### src/rtl/alu_pkg.sv
// alu_pkg: shared condition codes, flag bit positions and stage states
package alu_pkg;
    typedef enum logic [3:0] {
        C_EQ, C_NE, C_CS, C_CC, C_MI, C_PL, C_VS, C_VC,
        C_HI, C_LS, C_GE, C_LT, C_GT, C_LE, C_AL, C_NV
    } cond_e;
    localparam int FLAG_N = 3;
    localparam int FLAG_Z = 2;
    localparam int FLAG_C = 1;
    localparam int FLAG_V = 0;
    typedef enum logic [1:0] {EMPTY, LO, HI} stage_state_e;
endpackage

### src/rtl/alu_cond_stage_if.sv
// alu_cond_stage_if: upstream beat, writeback beat and flag bundle of the stage
interface alu_cond_stage_if #(
    parameter int N          = 16,
    parameter int REG_ADDR_W = 4
);
    logic                  flush;
    logic                  in_valid;
    logic                  in_ready;
    logic [2*N-1:0]        alu_result;
    logic [3:0]            alu_flags;
    logic [3:0]            cond;
    logic                  set_flags;
    logic                  rd_we;
    logic [REG_ADDR_W-1:0] rd_addr;
    logic                  is_mul;
    logic                  out_valid;
    logic                  out_ready;
    logic [N-1:0]          out_data;
    logic [REG_ADDR_W-1:0] out_rd_addr;
    logic                  out_reg_we;
    logic [3:0]            flags_q;
    modport master (
        output flush, in_valid, alu_result, alu_flags, cond, set_flags, rd_we, rd_addr, is_mul, out_ready,
        input  in_ready, out_valid, out_data, out_rd_addr, out_reg_we, flags_q
    );
    modport slave (
        input  flush, in_valid, alu_result, alu_flags, cond, set_flags, rd_we, rd_addr, is_mul, out_ready,
        output in_ready, out_valid, out_data, out_rd_addr, out_reg_we, flags_q
    );
endinterface

### src/rtl/alu_cond_stage_cond_check.sv
// cond_check: evaluates an ARM condition code against {N,Z,C,V}
module cond_check
    import alu_pkg::*;
(
    input  logic [3:0] cond,
    input  logic [3:0] flags,
    output logic       pass
);
    logic n, z, c, v;
    assign n = flags[FLAG_N];
    assign z = flags[FLAG_Z];
    assign c = flags[FLAG_C];
    assign v = flags[FLAG_V];
    // Decode the condition; the reserved encoding never passes
    always_comb begin
        pass = 1'b0;
        case (cond_e'(cond))
            C_EQ:    pass = z;
            C_NE:    pass = !z;
            C_CS:    pass = c;
            C_CC:    pass = !c;
            C_MI:    pass = n;
            C_PL:    pass = !n;
            C_VS:    pass = v;
            C_VC:    pass = !v;
            C_HI:    pass = c & !z;
            C_LS:    pass = !c | z;
            C_GE:    pass = n == v;
            C_LT:    pass = n != v;
            C_GT:    pass = !z & (n == v);
            C_LE:    pass = z | (n != v);
            C_AL:    pass = 1'b1;
            default: pass = 1'b0;
        endcase
    end
endmodule

### src/rtl/alu_cond_stage.sv
// alu_cond_stage: registers ALU results, applies condition codes and splits MUL writebacks
module alu_cond_stage
    import alu_pkg::*;
#(
    parameter int N          = 16,
    parameter int REG_ADDR_W = 4
) (
    input logic              clk,
    input logic              rst,
    alu_cond_stage_if.slave  bus
);
    stage_state_e          state_q, state_d;
    logic [2*N-1:0]        res_q, res_d;
    logic [REG_ADDR_W-1:0] rd_q, rd_d;
    logic                  rd_we_q, rd_we_d;
    logic                  mul_q, mul_d;
    logic [3:0]            flags_q, flags_d;
    logic                  pass, load;

    cond_check u_cond (
        .cond  (bus.cond),
        .flags (flags_q),
        .pass  (pass)
    );

    assign bus.in_ready = !bus.flush & ((state_q == EMPTY) |
                          (state_q == LO & !mul_q & bus.out_ready) |
                          (state_q == HI & bus.out_ready));
    assign load = bus.in_valid & bus.in_ready & pass;

    assign bus.out_valid   = state_q != EMPTY;
    assign bus.out_data    = state_q == HI ? res_q[2*N-1:N] : state_q == LO ? res_q[N-1:0] : '0;
    assign bus.out_rd_addr = state_q == HI ? rd_q + REG_ADDR_W'(1) : state_q == LO ? rd_q : '0;
    assign bus.out_reg_we  = (state_q != EMPTY) & rd_we_q;
    assign bus.flags_q     = flags_q;

    // Next state and beat capture; a flush discards any pending half
    always_comb begin
        state_d = state_q;
        res_d   = res_q;
        rd_d    = rd_q;
        rd_we_d = rd_we_q;
        mul_d   = mul_q;
        flags_d = flags_q;
        if (load) begin
            res_d   = bus.alu_result;
            rd_d    = bus.rd_addr;
            rd_we_d = bus.rd_we;
            mul_d   = bus.is_mul;
            flags_d = bus.set_flags ? bus.alu_flags : flags_q;
        end
        case (state_q)
            EMPTY:   state_d = load ? LO : EMPTY;
            LO:      state_d = !bus.out_ready ? LO : mul_q ? HI : load ? LO : EMPTY;
            HI:      state_d = !bus.out_ready ? HI : load ? LO : EMPTY;
            default: state_d = EMPTY;
        endcase
        if (bus.flush) state_d = EMPTY;
    end

    // Pipeline registers with synchronous reset
    always_ff @(posedge clk) begin
        if (rst) begin
            state_q <= EMPTY;
            res_q   <= '0;
            rd_q    <= '0;
            rd_we_q <= 1'b0;
            mul_q   <= 1'b0;
            flags_q <= 4'b0000;
        end else begin
            state_q <= state_d;
            res_q   <= res_d;
            rd_q    <= rd_d;
            rd_we_q <= rd_we_d;
            mul_q   <= mul_d;
            flags_q <= flags_d;
        end
    end
endmodule

### src/flat_wrapper.sv
// flat-port wrapper written by rule: the top's interface ports become plain ports
module alu_cond_stage_flat import alu_pkg::*;
#(
    parameter int N          = 16,
    parameter int REG_ADDR_W = 4
)
  (clk, rst, bus_flush, bus_in_valid, bus_alu_result, bus_alu_flags, bus_cond, bus_set_flags, bus_rd_we, bus_rd_addr, bus_is_mul, bus_out_ready, bus_in_ready, bus_out_valid, bus_out_data, bus_out_rd_addr, bus_out_reg_we, bus_flags_q);
  alu_cond_stage_if #(.N(N), .REG_ADDR_W(REG_ADDR_W)) bus_i ();
  input logic clk;
  input logic rst;
  input wire logic [$bits(bus_i.flush)-1:0] bus_flush;
  input wire logic [$bits(bus_i.in_valid)-1:0] bus_in_valid;
  input wire logic [$bits(bus_i.alu_result)-1:0] bus_alu_result;
  input wire logic [$bits(bus_i.alu_flags)-1:0] bus_alu_flags;
  input wire logic [$bits(bus_i.cond)-1:0] bus_cond;
  input wire logic [$bits(bus_i.set_flags)-1:0] bus_set_flags;
  input wire logic [$bits(bus_i.rd_we)-1:0] bus_rd_we;
  input wire logic [$bits(bus_i.rd_addr)-1:0] bus_rd_addr;
  input wire logic [$bits(bus_i.is_mul)-1:0] bus_is_mul;
  input wire logic [$bits(bus_i.out_ready)-1:0] bus_out_ready;
  output wire logic [$bits(bus_i.in_ready)-1:0] bus_in_ready;
  output wire logic [$bits(bus_i.out_valid)-1:0] bus_out_valid;
  output wire logic [$bits(bus_i.out_data)-1:0] bus_out_data;
  output wire logic [$bits(bus_i.out_rd_addr)-1:0] bus_out_rd_addr;
  output wire logic [$bits(bus_i.out_reg_we)-1:0] bus_out_reg_we;
  output wire logic [$bits(bus_i.flags_q)-1:0] bus_flags_q;
  assign bus_i.flush = bus_flush;
  assign bus_i.in_valid = bus_in_valid;
  assign bus_i.alu_result = bus_alu_result;
  assign bus_i.alu_flags = bus_alu_flags;
  assign bus_i.cond = bus_cond;
  assign bus_i.set_flags = bus_set_flags;
  assign bus_i.rd_we = bus_rd_we;
  assign bus_i.rd_addr = bus_rd_addr;
  assign bus_i.is_mul = bus_is_mul;
  assign bus_i.out_ready = bus_out_ready;
  assign bus_in_ready = bus_i.in_ready;
  assign bus_out_valid = bus_i.out_valid;
  assign bus_out_data = bus_i.out_data;
  assign bus_out_rd_addr = bus_i.out_rd_addr;
  assign bus_out_reg_we = bus_i.out_reg_we;
  assign bus_flags_q = bus_i.flags_q;
  alu_cond_stage #(.N(N), .REG_ADDR_W(REG_ADDR_W)) u_core (.clk(clk), .rst(rst), .bus(bus_i));
endmodule
### config.mk
export PLATFORM = sky130hd
export DESIGN_NAME = alu_cond_stage_flat
export DESIGN_NICKNAME = d
export VERILOG_FILES = /design/src/rtl/alu_pkg.sv /design/src/rtl/alu_cond_stage_if.sv /design/src/rtl/alu_cond_stage_cond_check.sv /design/src/rtl/alu_cond_stage.sv /design/src/flat_wrapper.sv
export SDC_FILE = /design/constraint.sdc
export NUM_CORES = 1
export LEC_CHECK = 0
export BUFFER_PORTS_ARGS = -buffer_cell sky130_fd_sc_hd__buf_2
export CORE_UTILIZATION = 51
export CTS_CLUSTER_SIZE = 20
export DETAILED_ROUTE_END_ITERATION = 10
export PLACE_DENSITY = 0.89
export RECOVER_POWER = 50
export SLEW_MARGIN = 5
export SYNTH_ARGS = -nofsm -noshare
export SYNTH_HDL_FRONTEND = slang
export SYNTH_SLANG_ARGS = --single-unit
### constraint.sdc
create_clock -name clk -period 2.24 [get_ports clk]
set_input_delay 0.224 -clock clk [delete_from_list [all_inputs] [get_ports clk]]
set_output_delay 0.224 -clock clk [all_outputs]
set_load 0.02 [all_outputs]
==> impl_metrics.sql, run 1 <==
INSERT INTO impl_metrics (metric_group, metric, value, unit) VALUES
('sta', 'setup-violations-final', '0', ''),
('run_status', 'outcome', 'finished clean', ''),
('sta', 'finalSetupTns', '0', 'ns'),
('critical_path', 'crit_path_launch_type', 'flip-flop', ''),
('job', 'drv_cap', '0', ''),
('min_path', 'min_path_type', 'in -> reg', ''),
('cts', 'cts_tree', 'done', ''),
('floorplanning', 'boundaryPins', '79', ''),
('sta', 'finalCritPeriodShare', '0.933', ''),
('power', 'internal_power', '1.14', 'mW'),
('layout', 'most-common-layout-cells', 'sky130_fd_sc_hd__nand2b_1, sky130_fd_sc_hd__buf_2, sky130_fd_sc_hd__dfxtp_1, sky130_fd_sc_hd__mux2i_1, sky130_fd_sc_hd__clkbuf_1', ''),
('cts', 'cts.hold.buffers_added', '0', ''),
('floorplanning', 'coreArea', '4720', 'µm²'),
('power', 'netSwitchingFraction', '0.244', ''),
('cts', 'worst_skew_pair.late_latency', '0.29', 'ns'),
('synthesis', 'synth.top_cell.area_share', '0.352', ''),
('detailed_routing', 'drt-wirelength-per-cell', '13.0', 'µm'),
('power', 'combPwrFrac', '0.145', ''),
('grt', 'grt_first_pass_wirelength', '8.80', 'mm'),
('synthesis', 'synth_simple_gate_area_frac', '0.290', ''),
('power', 'cell_area_power_density', '506', 'nW/µm²'),
('critical_path', 'critPathTopFamily', 'compound AO/OA/AOI/OAI gates', ''),
('layout', 'antenna_cells', '0', ''),
('floorplanning', 'initial_core_util', '0.530', ''),
('critical_path', 'critical_path.max_fanout', '23', ''),
('detailed_routing', 'drt_wl_total', '5.22', 'mm'),
('critical_path', 'worst_ep_arrival_time', '2.28', 'ns'),
('cts', 'post_cts_buffers', '0', ''),
('power', 'p_seq_frac', '0.552', ''),
('sta', 'max_clock_freq', '0.478', 'GHz'),
('sta', 'fin_worst_skew', '0.0102', 'ns'),
('power', 'peakVddDrop', '0.398', 'mV'),
('grt', 'grt_antenna_before_repair', '0', ''),
('detailed_routing', 'viasPerCell', '5.11', ''),
('detailed_routing', 'drcViolationCount', '0', ''),
('synthesis', 'netlist_area', '2500', 'µm²'),
('sta', 'grt_setup_unrepaired', 'false', ''),
('grt', 'grt_max_degree', '47', ''),
('sta', 'slew_violations', '0', ''),
('sta', 'finalHoldViolCount', '0', ''),
('critical_path', 'critical_path.endpoint_type', 'flip-flop', ''),
('detailed_routing', 'routed-via-count', '2056', ''),
('placed_design', 'io_buffers', '78', ''),
('critical_path', 'critical_path.slowest_cell', 'sky130_fd_sc_hd__o311ai_1', ''),
('synthesis', 'synth_area_leader_cell', 'sky130_fd_sc_hd__dfxtp_1', ''),
('synthesis', 'post_synth_fa_ha_maj_area_fraction', '0.00500', ''),
('synthesis', 'synth_edf_count', '0', ''),
('grt', 'total_routing_resource_utilization_after_global_routing', '0.214', ''),
('sta', 'slew_at_the_pin_closest_to_its_max_slew_limit', '0.615', 'ns'),
('critical_path', 'crit_required', '2.43', 'ns'),
('layout', 'nFillCells', '437', ''),
('power', 'finalPower', '1.50', 'mW'),
('power', 'p_switching', '0.366', 'mW'),
('synthesis', 'synth.top_cells.by_area', 'sky130_fd_sc_hd__dfxtp_1, sky130_fd_sc_hd__nand2b_1, sky130_fd_sc_hd__mux2i_1', ''),
('critical_path', 'slowest_delay', '0.54', 'ns'),
('layout', 'layout.cells.most_common', 'sky130_fd_sc_hd__nand2b_1', ''),
('floorplanning', 'dieHeight', '72.1', 'µm'),
('floorplanning', 'fp.dieArea', '5200', 'µm²'),
('placed_design', 'hpwl', '3.82', 'mm'),
('layout', 'design.final.nets', '388', ''),
('synthesis', 'async_reset_ff_frac', '0', ''),
('sta', 'slew_headroom', '0.584', ''),
('sta', 'fin_crit', '2.09', 'ns'),
('cts', 'cts-buffers-inserted', '5', ''),
('synthesis', 'synthesis.instances', '264', ''),
('synthesis', 'synthXorXnorAreaFrac', '0.00999', ''),
('cts', 'clock_tree.root_cell', 'sky130_fd_sc_hd__clkbuf_8', ''),
('placed_design', 'place.gp.congestion', '0.916', ''),
('synthesis', 'post_synth_mux_area_share', '0.172', ''),
('cts', 'cts_buffer_depth', '2', ''),
('floorplanning', 'num_rows', '25', '');
[flip-flops by register name (all words and copies together), names as in the netlist]
| name | flops |
|---|---|
| u_core.bus.flags_q | 4 |
| u_core.mul_q | 1 |
| u_core.rd_q | 4 |
| u_core.rd_we_q | 1 |
| u_core.res_q | 32 |
| u_core.state_q | 2 |
[Yosys cell counts (2+ instances only)]
master / instances
sky130_fd_sc_hd__nor2_1: 3
sky130_fd_sc_hd__buf_4: 2
sky130_fd_sc_hd__nand4bb_1: 3
sky130_fd_sc_hd__and3_1: 3
sky130_fd_sc_hd__nand4_1: 2
sky130_fd_sc_hd__dfxtp_1: 44
sky130_fd_sc_hd__mux2i_1: 43
sky130_fd_sc_hd__inv_1: 2
sky130_fd_sc_hd__nand2_1: 4
sky130_fd_sc_hd__buf_2: 3
sky130_fd_sc_hd__a31oi_1: 3
sky130_fd_sc_hd__and2_1: 2
sky130_fd_sc_hd__nand2b_1: 88
sky130_fd_sc_hd__o21ai_0: 5
sky130_fd_sc_hd__or3b_1: 2
sky130_fd_sc_hd__clkbuf_1: 13
sky130_fd_sc_hd__a211oi_1: 2
sky130_fd_sc_hd__a22o_1: 18
sky130_fd_sc_hd__nor3_1: 3
sky130_fd_sc_hd__nor2b_1: 2
[power by group through the flow]
stage / Clock (mW) / Combinational, mW / Sequential [mW]
final: 0.456 / 0.217 / 0.829
after global routing: 0.507 / 0.240 / 0.833
after CTS: 0.477 / 0.224 / 0.829
after detailed placement: 0 / 0.223 / 0.847
after global placement: 0 / 0.217 / 0.846
after floorplan: 0 / 0.149 / 0.844
[metal layers]
layer | routed length [µm] | share of wire | up-vias | global-route usage
met4 | 50 | 0.0096 | 0 | 0.0763
met3 | 257 | 0.049 | 5 | 0.0597
li1 | - | - | 1055 | -
met1 | 2330 | 0.45 | 942 | 0.244
met5 | 0 | 0 | - | 0
met2 | 2580 | 0.49 | 54 | 0.382
[worst paths after layout]
path / start / endpoint / slack (ns) / depth (start not counted)
min reg2reg: u_core.res_q[19]$_SDFFE_PP0N_ / u_core.res_q[19]$_SDFFE_PP0N_ / 0.47 / 2
max: u_core.bus.flags_q[3]$_SDFFE_PP0P_ / u_core.state_q[0]$_SDFF_PP0_ / 0.15 / 6
min: bus_flush / u_core.state_q[1]$_SDFF_PP0_ / 0.14 / 2
max reg2reg: u_core.bus.flags_q[3]$_SDFFE_PP0P_ / u_core.state_q[0]$_SDFF_PP0_ / 0.15 / 6
[logic make-up after synthesis]
group / after synthesis
AND/OR/NAND/NOR: 116
multiplexers: 43
adder cells (fa/ha/maj): 1
AO/OA/AOI/OAI: 36
flip-flops: 44
XOR/XNOR: 2
buffers and inverters: 22
[cell type report]
type	instances	area (µm²)	area share
tap	67	83.8	0.0282
multi-input combinational	198	1510	0.509
sequential	44	881	0.297
inverter	2	7.51	0.00253
clock buffer	6	72.6	0.0244
timing repair buffer	84	407	0.137
clock inverter	1	5.00	0.00169
[through the flow]
step	std cells	instance area, µm²	utilization	hold WS [ns]	setup WS [ns]
final	402	2970	0.629	0.135	0.149
after global routing	402	2970	0.629	0.128	0.0327
after CTS	402	3020	0.639	0.127	0.151
after detailed placement	395	2940	0.623	0.448	0.183
after global placement	395	2940	0.623	0.445	0.286
after floorplan	264	2500	-	0.303	0.112
Power figures use the tool's default switching activity.
==> run 2: changes to the inputs <==
--- a/config.mk
+++ b/config.mk
@@ -6,7 +6,9 @@
 export NUM_CORES = 1
 export LEC_CHECK = 0
 export BUFFER_PORTS_ARGS = -buffer_cell sky130_fd_sc_hd__buf_2
+export CORE_MARGIN = 1.5
 export CORE_UTILIZATION = 51
+export CTS_BUF_LIST = sky130_fd_sc_hd__clkbuf_16
 export CTS_CLUSTER_SIZE = 20
 export DETAILED_ROUTE_END_ITERATION = 10
 export PLACE_DENSITY = 0.89
==> run 2 against run 1 <==
Effect of this change: sequential power hardly changed; global-route usage decreased by 0.81 points; total power is 16% higher; routed wire length barely moved; critical endpoint unchanged; highest routed layer unchanged.
==> impl_metrics.sql, run 2 (same netlist as run 1, synthesis figures left out) <==
INSERT INTO impl_metrics (metric_group, metric, value, unit) VALUES
('sta', 'fin_hold_ws', '0.165', 'ns'),
('critical_path', 'worst_ep_arrival_time', '2.22', 'ns'),
('critical_path', 'critical_path.slowest_cell', 'sky130_fd_sc_hd__o311ai_1', ''),
('detailed_routing', 'initialDrtViolationCount', '83', ''),
('cts', 'cts-buffers-inserted', '5', ''),
('detailed_routing', 'drt-wirelength-per-cell', '12.9', 'µm'),
('cts', 'cts_tree', 'done', ''),
('sta', 'grt_setup_unrepaired', 'false', ''),
('floorplanning', 'chipWidth', '73.1', 'µm'),
('sta', 'slew_at_the_pin_closest_to_its_max_slew_limit', '0.550', 'ns'),
('sta', 'slew_violations', '0', ''),
('grt', 'total_routing_resource_utilization_after_global_routing', '0.206', ''),
('sta', 'finalHoldViolCount', '0', ''),
('grt', 'grt_max_degree', '37', ''),
('grt', 'grt_antenna_before_repair', '0', ''),
('sta', 'slew_headroom', '0.627', ''),
('critical_path', 'critPathTopFamily', 'compound AO/OA/AOI/OAI gates', ''),
('power', 'cell_area_power_density', '573', 'nW/µm²'),
('cts', 'path_clk_slew', '0.06', 'ns'),
('layout', 'area_growth', '21.0', '%'),
('power', 'p_switching', '0.405', 'mW'),
('placed_design', 'dpl-instance-area', '2940', 'µm²'),
('power', 'internal_power', '1.33', 'mW'),
('grt', 'grt_overflow', '0', ''),
('critical_path', 'timing.setup.critical_path_class', 'reg -> reg', ''),
('power', 'p_seq_frac', '0.478', ''),
('power', 'clock_power_share', '0.396', ''),
('placed_design', 'hpwl', '3.67', 'mm'),
('cts', 'clock_tree.root_cell', 'sky130_fd_sc_hd__clkbuf_16', ''),
('floorplanning', 'dieHeight', '73.1', 'µm'),
('cts', 'worst_skew_pair.late_latency', '0.28', 'ns'),
('layout', 'nFillCells', '436', ''),
('sta', 'fin_crit', '2.05', 'ns'),
('power', 'combPwrFrac', '0.125', ''),
('sta', 'finalCritPeriodShare', '0.914', ''),
('placed_design', 'io_buffers', '78', ''),
('grt', 'grt_first_pass_wirelength', '8.57', 'mm'),
('critical_path', 'critical_path.endpoint_type', 'flip-flop', ''),
('critical_path', 'slowest_delay', '0.50', 'ns'),
('layout', 'layout.cells.most_common', 'sky130_fd_sc_hd__nand2b_1', ''),
('floorplanning', 'initial_core_util', '0.530', ''),
('floorplanning', 'fp.dieArea', '5340', 'µm²'),
('layout', 'antenna_cells', '0', ''),
('sta', 'setup-violations-final', '0', ''),
('critical_path', 'crit_path_launch_type', 'flip-flop', ''),
('layout', 'most-common-layout-cells', 'sky130_fd_sc_hd__nand2b_1, sky130_fd_sc_hd__buf_2, sky130_fd_sc_hd__dfxtp_1, sky130_fd_sc_hd__mux2i_1, sky130_fd_sc_hd__clkbuf_1', ''),
('cts', 'cts_buffer_depth', '2', ''),
('floorplanning', 'num_rows', '25', ''),
('sta', 'max_clock_freq', '0.488', 'GHz'),
('cts', 'cts.hold.buffers_added', '0', ''),
('critical_path', 'timing.critical_path.cells', 'xor2_1 > o221ai_1 > o311ai_1 > a31oi_4 > buf_6 > a22o_1', ''),
('layout', 'design.final.nets', '388', ''),
('critical_path', 'crit_required', '2.41', 'ns'),
('power', 'finalPower', '1.74', 'mW'),
('floorplanning', 'coreArea', '4720', 'µm²'),
('power', 'peakVddDrop', '0.469', 'mV'),
('placed_design', 'place.gp.congestion', '0.860', ''),
('detailed_routing', 'viasPerCell', '5.19', ''),
('layout', 'finish.instance_area', '3030', 'µm²'),
('job', 'drv_cap', '0', ''),
('cts', 'htreeDepth', '2', ''),
('layout', 'largest_register_by_flop_count', 'u_core.res_q', ''),
('power', 'netSwitchingFraction', '0.234', ''),
('layout', 'finish.cell_count_without_fillers', '403', ''),
('cts', 'post_cts_buffers', '0', ''),
('layout', 'largest_register_ff_count', '32', ''),
('detailed_routing', 'route.antenna.remaining_nets', '0', ''),
('detailed_routing', 'dr.pass1.iters', '4', ''),
('power', 'p_leak', '1.17', 'nW'),
('critical_path', 'critical_path.max_fanout', '27', ''),
('grt', 'vias_in_the_first_global_route', '1992', ''),
('critical_path', 'cp_num_buf_inv', '1', ''),
('min_path', 'min_path_type', 'in -> reg', ''),
('floorplanning', 'boundaryPins', '79', ''),
('sta', 'finalSetupTns', '0', 'ns'),
('layout', 'multi_input_gate_area', '1510', 'µm²'),
('detailed_routing', 'drt_wl_total', '5.22', 'mm'),
('layout', 'fraction_of_layout_cells_with_a_size_suffix_above_1', '0.205', ''),
('run_status', 'outcome', 'finished clean', ''),
('cts', 'clock_sinks', '44', ''),
('placed_design', 'placed_cells', '395', ''),
('cts', 'cts_repair_resize_count', '0', ''),
('detailed_routing', 'routed-via-count', '2090', ''),
('layout', 'seqCellArea', '881', 'µm²'),
('sta', 'fin_worst_skew', '0.00514', 'ns'),
('detailed_routing', 'drcViolationCount', '0', ''),
('layout', 'reg.largest.list', 'u_core.res_q: 32 flops, u_core.bus.flags_q: 4 flops, u_core.rd_q: 4 flops', '');
run 2: cell types whose count changed in the layout (fill, tap and decap cells not counted), sizes merged:
cell and change:
clkbuf -1, clkinvlp +1, inv +1
run 2: worst reg2reg max path: stages, from the launching register on:
cell and delay (ns):
sky130_fd_sc_hd__dfxtp_1 0.45, sky130_fd_sc_hd__xor2_1 0.20, sky130_fd_sc_hd__o221ai_1 0.15, sky130_fd_sc_hd__o311ai_1 0.50, sky130_fd_sc_hd__a31oi_4 0.16, sky130_fd_sc_hd__buf_6 0.24, sky130_fd_sc_hd__a22o_1 0.25
run 2: final timing paths:
kind	from	to	slack, ns	cells past startpoint
worst max-delay path	u_core.bus.flags_q[3]$_SDFFE_PP0P_	u_core.state_q[0]$_SDFF_PP0_	0.19	6
worst min-delay path	bus_flush	u_core.state_q[1]$_SDFF_PP0_	0.17	2
worst max register to register	u_core.bus.flags_q[3]$_SDFFE_PP0P_	u_core.state_q[0]$_SDFF_PP0_	0.19	6
worst min register to register	u_core.res_q[18]$_SDFFE_PP0N_	u_core.res_q[18]$_SDFFE_PP0N_	0.47	2
run 2: routing by layer:
metal | vias to the layer above | track usage | routed length [µm]
li1 | 1057 | - | -
met1 | 982 | 0.241 | 2410
met2 | 49 | 0.373 | 2580
met3 | 2 | 0.0456 | 197
met4 | 0 | 0.0629 | 27
met5 | - | 0 | 0
run 2: through the flow:
step	utilization	setup WS, ns
final	0.642	0.192
after global routing	0.642	0.0750
after CTS	0.653	0.187
after detailed placement	0.623	0.200
after global placement	0.623	0.310
after floorplan	-	0.112
run 2: area by class of cell:
cell class	count	share of cell area
multi-input combinational	198	0.499
sequential	44	0.291
timing repair buffer	84	0.134
clock buffer	5	0.0413
tap	67	0.0277
clock inverter	3	0.00495
inverter	2	0.00248
run 2: power by group through the flow:
stage	registers, mW	clock network (mW)	logic, mW
6_report	0.830	0.688	0.218
5_1_grt	0.834	0.743	0.239
4_1_cts	0.830	0.707	0.223
3_5_place_dp	0.847	0	0.222
3_3_place_gp	0.845	0	0.218
2_1_floorplan	0.844	0	0.149
==> run 3: changes to the inputs <==
--- a/config.mk
+++ b/config.mk
@@ -7,7 +7,7 @@
 export LEC_CHECK = 0
 export BUFFER_PORTS_ARGS = -buffer_cell sky130_fd_sc_hd__buf_2
 export CORE_MARGIN = 1.5
-export CORE_UTILIZATION = 51
+export CORE_UTILIZATION = 49
 export CTS_BUF_LIST = sky130_fd_sc_hd__clkbuf_16
 export CTS_CLUSTER_SIZE = 20
 export DETAILED_ROUTE_END_ITERATION = 10
@@ -16,4 +16,5 @@
 export SLEW_MARGIN = 5
 export SYNTH_ARGS = -nofsm -noshare
 export SYNTH_HDL_FRONTEND = slang
+export SYNTH_HIERARCHICAL = 1
 export SYNTH_SLANG_ARGS = --single-unit
==> run 3 against run 2 <==
Effect of this change: via count is 5.4% lower; sequential share of layout area increased by 1.8 points; largest cell class unchanged; clock-buffer cell count stayed put; register-to-register slack got worse by 0.16 ns; critical path depth increased by 4; global-route usage is 1.9 points higher; die area down 12%; fmax is 7.3% lower.
==> impl_metrics.sql, run 3 <==
INSERT INTO impl_metrics (metric_group, metric, value, unit) VALUES
('synthesis', 'netlist_top_cells_count', 'sky130_fd_sc_hd__dfxtp_1, sky130_fd_sc_hd__mux2i_1, sky130_fd_sc_hd__nor2_1, sky130_fd_sc_hd__a22o_1, sky130_fd_sc_hd__nand2b_1', ''),
('synthesis', 'ys_seq_area_frac', '0.420', ''),
('grt', 'total_routing_resource_utilization_after_global_routing', '0.225', ''),
('cts', 'worst_skew_pair.late_latency', '0.28', 'ns'),
('layout', 'fraction_of_layout_cells_with_a_size_suffix_above_1', '0.339', ''),
('layout', 'multi_input_gate_area', '1170', 'µm²'),
('sta', 'finalCritPeriodShare', '0.986', ''),
('synthesis', 'netlist_area', '2100', 'µm²'),
('critical_path', 'critical_path.max_fanout', '5', ''),
('synthesis', 'synth.top_cells.by_area', 'sky130_fd_sc_hd__dfxtp_1, sky130_fd_sc_hd__mux2i_1, sky130_fd_sc_hd__nor2_1', ''),
('floorplanning', 'initial_core_util', '0.517', ''),
('cts', 'cts_tree', 'done', ''),
('critical_path', 'worst_r2r_endpoint', 'u_core/res_q[27]$_SDFFE_PP0N_', ''),
('detailed_routing', 'drt-wirelength-per-cell', '16.2', 'µm'),
('layout', 'nFillCells', '305', ''),
('sta', 'layout_setup_ws', '0.0304', 'ns'),
('cts', 'clock_sinks', '44', ''),
('synthesis', 'avgSynthCellArea', '9.54', 'µm²'),
('synthesis', 'synth.lib_cells_used.distinct', '37', ''),
('run_status', 'outcome', 'finished clean', ''),
('synthesis', 'ys_seq_elements', '44', ''),
('grt', 'grt_max_degree', '27', ''),
('layout', 'layout.cells.most_common', 'sky130_fd_sc_hd__buf_2', ''),
('layout', 'area_growth', '36.6', '%'),
('power', 'p_leak', '1.22', 'nW'),
('floorplanning', 'chipWidth', '68.4', 'µm'),
('sta', 'setup-violations-final', '0', ''),
('sta', 'slew_at_the_pin_closest_to_its_max_slew_limit', '0.646', 'ns'),
('layout', 'seqCellArea', '886', 'µm²'),
('detailed_routing', 'dr.pass1.iters', '4', ''),
('synthesis', 'synthFlopType', 'sky130_fd_sc_hd__dfxtp_1', ''),
('detailed_routing', 'routed-via-count', '1977', ''),
('grt', 'grt_first_pass_wirelength', '7.79', 'mm'),
('cts', 'path_clk_slew', '0.06', 'ns'),
('sta', 'finalHoldViolCount', '0', ''),
('grt', 'grt_antenna_before_repair', '0', ''),
('detailed_routing', 'drcViolationCount', '0', ''),
('layout', 'finish.cell_count_without_fillers', '357', ''),
('synthesis', 'syn_nets', '273', ''),
('cts', 'cts.hold.buffers_added', '0', ''),
('placed_design', 'io_buffers', '78', ''),
('synthesis', 'synthesis.instances', '220', ''),
('power', 'finalPower', '1.79', 'mW'),
('layout', 'largest_register_ff_count', '32', ''),
('floorplanning', 'boundaryPins', '79', ''),
('min_path', 'timing.hold.worst_endpoint', 'u_core/res_q[4]$_SDFFE_PP0N_', ''),
('cts', 'clock_tree.root_cell', 'sky130_fd_sc_hd__clkbuf_16', ''),
('cts', 'cts_buffer_depth', '2', ''),
('floorplanning', 'num_rows', '23', ''),
('critical_path', 'critical_path.endpoint_type', 'flip-flop', ''),
('sta', 'slew_violations', '0', ''),
('min_path', 'worst_hold_path_cells', '3', ''),
('layout', 'reg.largest.list', 'u_core/res_q: 32 flops, u_core/bus.flags_q: 4 flops, u_core/rd_q: 4 flops', ''),
('cts', 'cts-buffers-inserted', '5', ''),
('placed_design', 'placed_cells', '342', ''),
('placed_design', 'post-place-ws', '-0.0254', 'ns'),
('sta', 'slew_headroom', '0.568', ''),
('critical_path', 'regToRegStartpoint', 'u_core/bus.flags_q[1]$_SDFFE_PP0P_', ''),
('grt', 'grt_overflow', '0', ''),
('sta', 'max_clock_freq', '0.453', 'GHz'),
('synthesis', 'synthMostInstantiatedCell', 'sky130_fd_sc_hd__dfxtp_1', ''),
('critical_path', 'setup.reg_to_reg.worst_slack', '0.03', 'ns'),
('min_path', 'worst_hold_startpoint', 'bus_alu_result[4]', ''),
('critical_path', 'timing.setup.critical_path_class', 'reg -> reg', ''),
('critical_path', 'r2r_cells', '10', ''),
('layout', 'post-route-util', '0.706', ''),
('synthesis', 'synth_edf_count', '0', ''),
('synthesis', 'synth.yosys.warnings', '6', ''),
('detailed_routing', 'viasPerCell', '5.54', ''),
('placed_design', 'hpwl', '3.43', 'mm'),
('critical_path', 'crit_required', '2.40', 'ns'),
('detailed_routing', 'initialDrtViolationCount', '86', ''),
('grt', 'vias_in_the_first_global_route', '1766', ''),
('job', 'drv_cap', '0', ''),
('detailed_routing', 'route.antenna.remaining_nets', '0', ''),
('sta', 'fin_worst_skew', '0.00625', 'ns'),
('floorplanning', 'coreArea', '4060', 'µm²'),
('cts', 'htreeDepth', '2', ''),
('sta', 'fin_crit', '2.21', 'ns'),
('critical_path', 'worst_ep_arrival_time', '2.37', 'ns'),
('floorplanning', 'dieHeight', '68.4', 'µm'),
('floorplanning', 'fp.dieArea', '4680', 'µm²'),
('layout', 'most-common-layout-cells', 'sky130_fd_sc_hd__buf_2, sky130_fd_sc_hd__nor2_1, sky130_fd_sc_hd__dfxtp_1, sky130_fd_sc_hd__mux2i_1, sky130_fd_sc_hd__a22o_1', ''),
('synthesis', 'synth_area_leader_cell', 'sky130_fd_sc_hd__dfxtp_1', ''),
('power', 'cell_area_power_density', '625', 'nW/µm²'),
('min_path', 'min_path_type', 'in -> reg', ''),
('sta', 'finalSetupTns', '0', 'ns'),
('layout', 'largest_register_by_flop_count', 'u_core/res_q', ''),
('detailed_routing', 'drt_wl_total', '5.80', 'mm'),
('synthesis', 'synth.top_cell.area_share', '0.420', ''),
('sta', 'grt_setup_unrepaired', 'true', ''),
('synthesis', 'async_reset_ff_frac', '0', ''),
('power', 'peakVddDrop', '0.457', 'mV'),
('layout', 'antenna_cells', '0', ''),
('placed_design', 'place.gp.congestion', '0.740', ''),
('critical_path', 'crit_path_launch_type', 'flip-flop', ''),
('layout', 'design.final.nets', '359', '');
run 3: cell type report:
| type | instances | area share |
|---|---|---|
| multi-input cells | 158 | 0.409 |
| flip-flops and latches | 44 | 0.309 |
| repair buffers | 96 | 0.210 |
| clock buffers | 5 | 0.0436 |
| well taps | 50 | 0.0218 |
| clock inverters | 3 | 0.00524 |
| inverters | 1 | 0.00131 |
run 3: repair_timing:
item	in CTS	in global routing
setup buffers	1	1
cloned	1	4
resized for setup	1	15
pin swaps	1	1
endpoints found under the setup margin	13	41
run 3: worst max-delay path by stage:
stage / startpoint / end / slack [ns]
CTS: u_core/bus.flags_q[2]$_SDFFE_PP0P_ / u_core/res_q[8]$_SDFFE_PP0N_ / 0.006
detailed placement: u_core/bus.flags_q[2]$_SDFFE_PP0P_ / u_core/res_q[9]$_SDFFE_PP0N_ / -0.03
global placement: u_core/bus.flags_q[2]$_SDFFE_PP0P_ / u_core/state_q[0]$_SDFF_PP0_ / 0.08
finish: u_core/bus.flags_q[1]$_SDFFE_PP0P_ / u_core/res_q[27]$_SDFFE_PP0N_ / 0.03
floorplan: u_core/bus.flags_q[3]$_SDFFE_PP0P_ / u_core/rd_q[0]$_SDFFE_PP0N_ / 0.006
global route: u_core/bus.flags_q[2]$_SDFFE_PP0P_ / u_core/res_q[1]$_SDFFE_PP0N_ / -0.06
run 3: cell families (layout without fill, tap and decap cells):
| group | after synthesis | count (layout) | share of synthesized area |
|---|---|---|---|
| muxes | 43 | 43 | 0.208 |
| adders and majority gates | 1 | 1 | 0.00596 |
| and+or+nand+nor | 73 | 73 | 0.163 |
| xor gates and xnor gates | 2 | 2 | 0.0119 |
| buffers and inverters | 18 | 105 | 0.0483 |
| AOI/OAI and AO/OA | 39 | 39 | 0.143 |
| DFF | 44 | 44 | 0.420 |
run 3: metrics by stage:
step	instance area [µm²]	hold slack, ns
after floorplan	2100	0.303
after global placement	2560	0.458
after detailed placement	2560	0.468
after CTS	2740	0.174
after global routing	2870	0.175
final	2870	0.174
run 3: power by group:
| group | switching, mW | total, mW | internal (mW) |
|---|---|---|---|
| Combinational | 0.122 | 0.255 | 0.133 |
| Clock | 0.295 | 0.700 | 0.405 |
| Sequential | 0.0224 | 0.836 | 0.813 |
run 3: routing by layer:
| layer | track usage | wire length (µm) |
|---|---|---|
| met1 | 0.253 | 2330 |
| met2 | 0.395 | 2920 |
| met3 | 0.0773 | 464 |
| met4 | 0.0750 | 93 |
| met5 | 0 | 0 |
run 3: critical path, cell delays in order (launching register included):
cell,delay [ns]
sky130_fd_sc_hd__dfxtp_1,0.39
sky130_fd_sc_hd__nor2b_2,0.22
sky130_fd_sc_hd__a22oi_1,0.12
sky130_fd_sc_hd__nor3_1,0.19
sky130_fd_sc_hd__a211o_1,0.12
sky130_fd_sc_hd__nand2_1,0.08
sky130_fd_sc_hd__a311oi_4,0.31
sky130_fd_sc_hd__buf_6,0.19
sky130_fd_sc_hd__clkbuf_16,0.16
sky130_fd_sc_hd__mux2i_1,0.24
sky130_fd_sc_hd__nor2_1,0.06
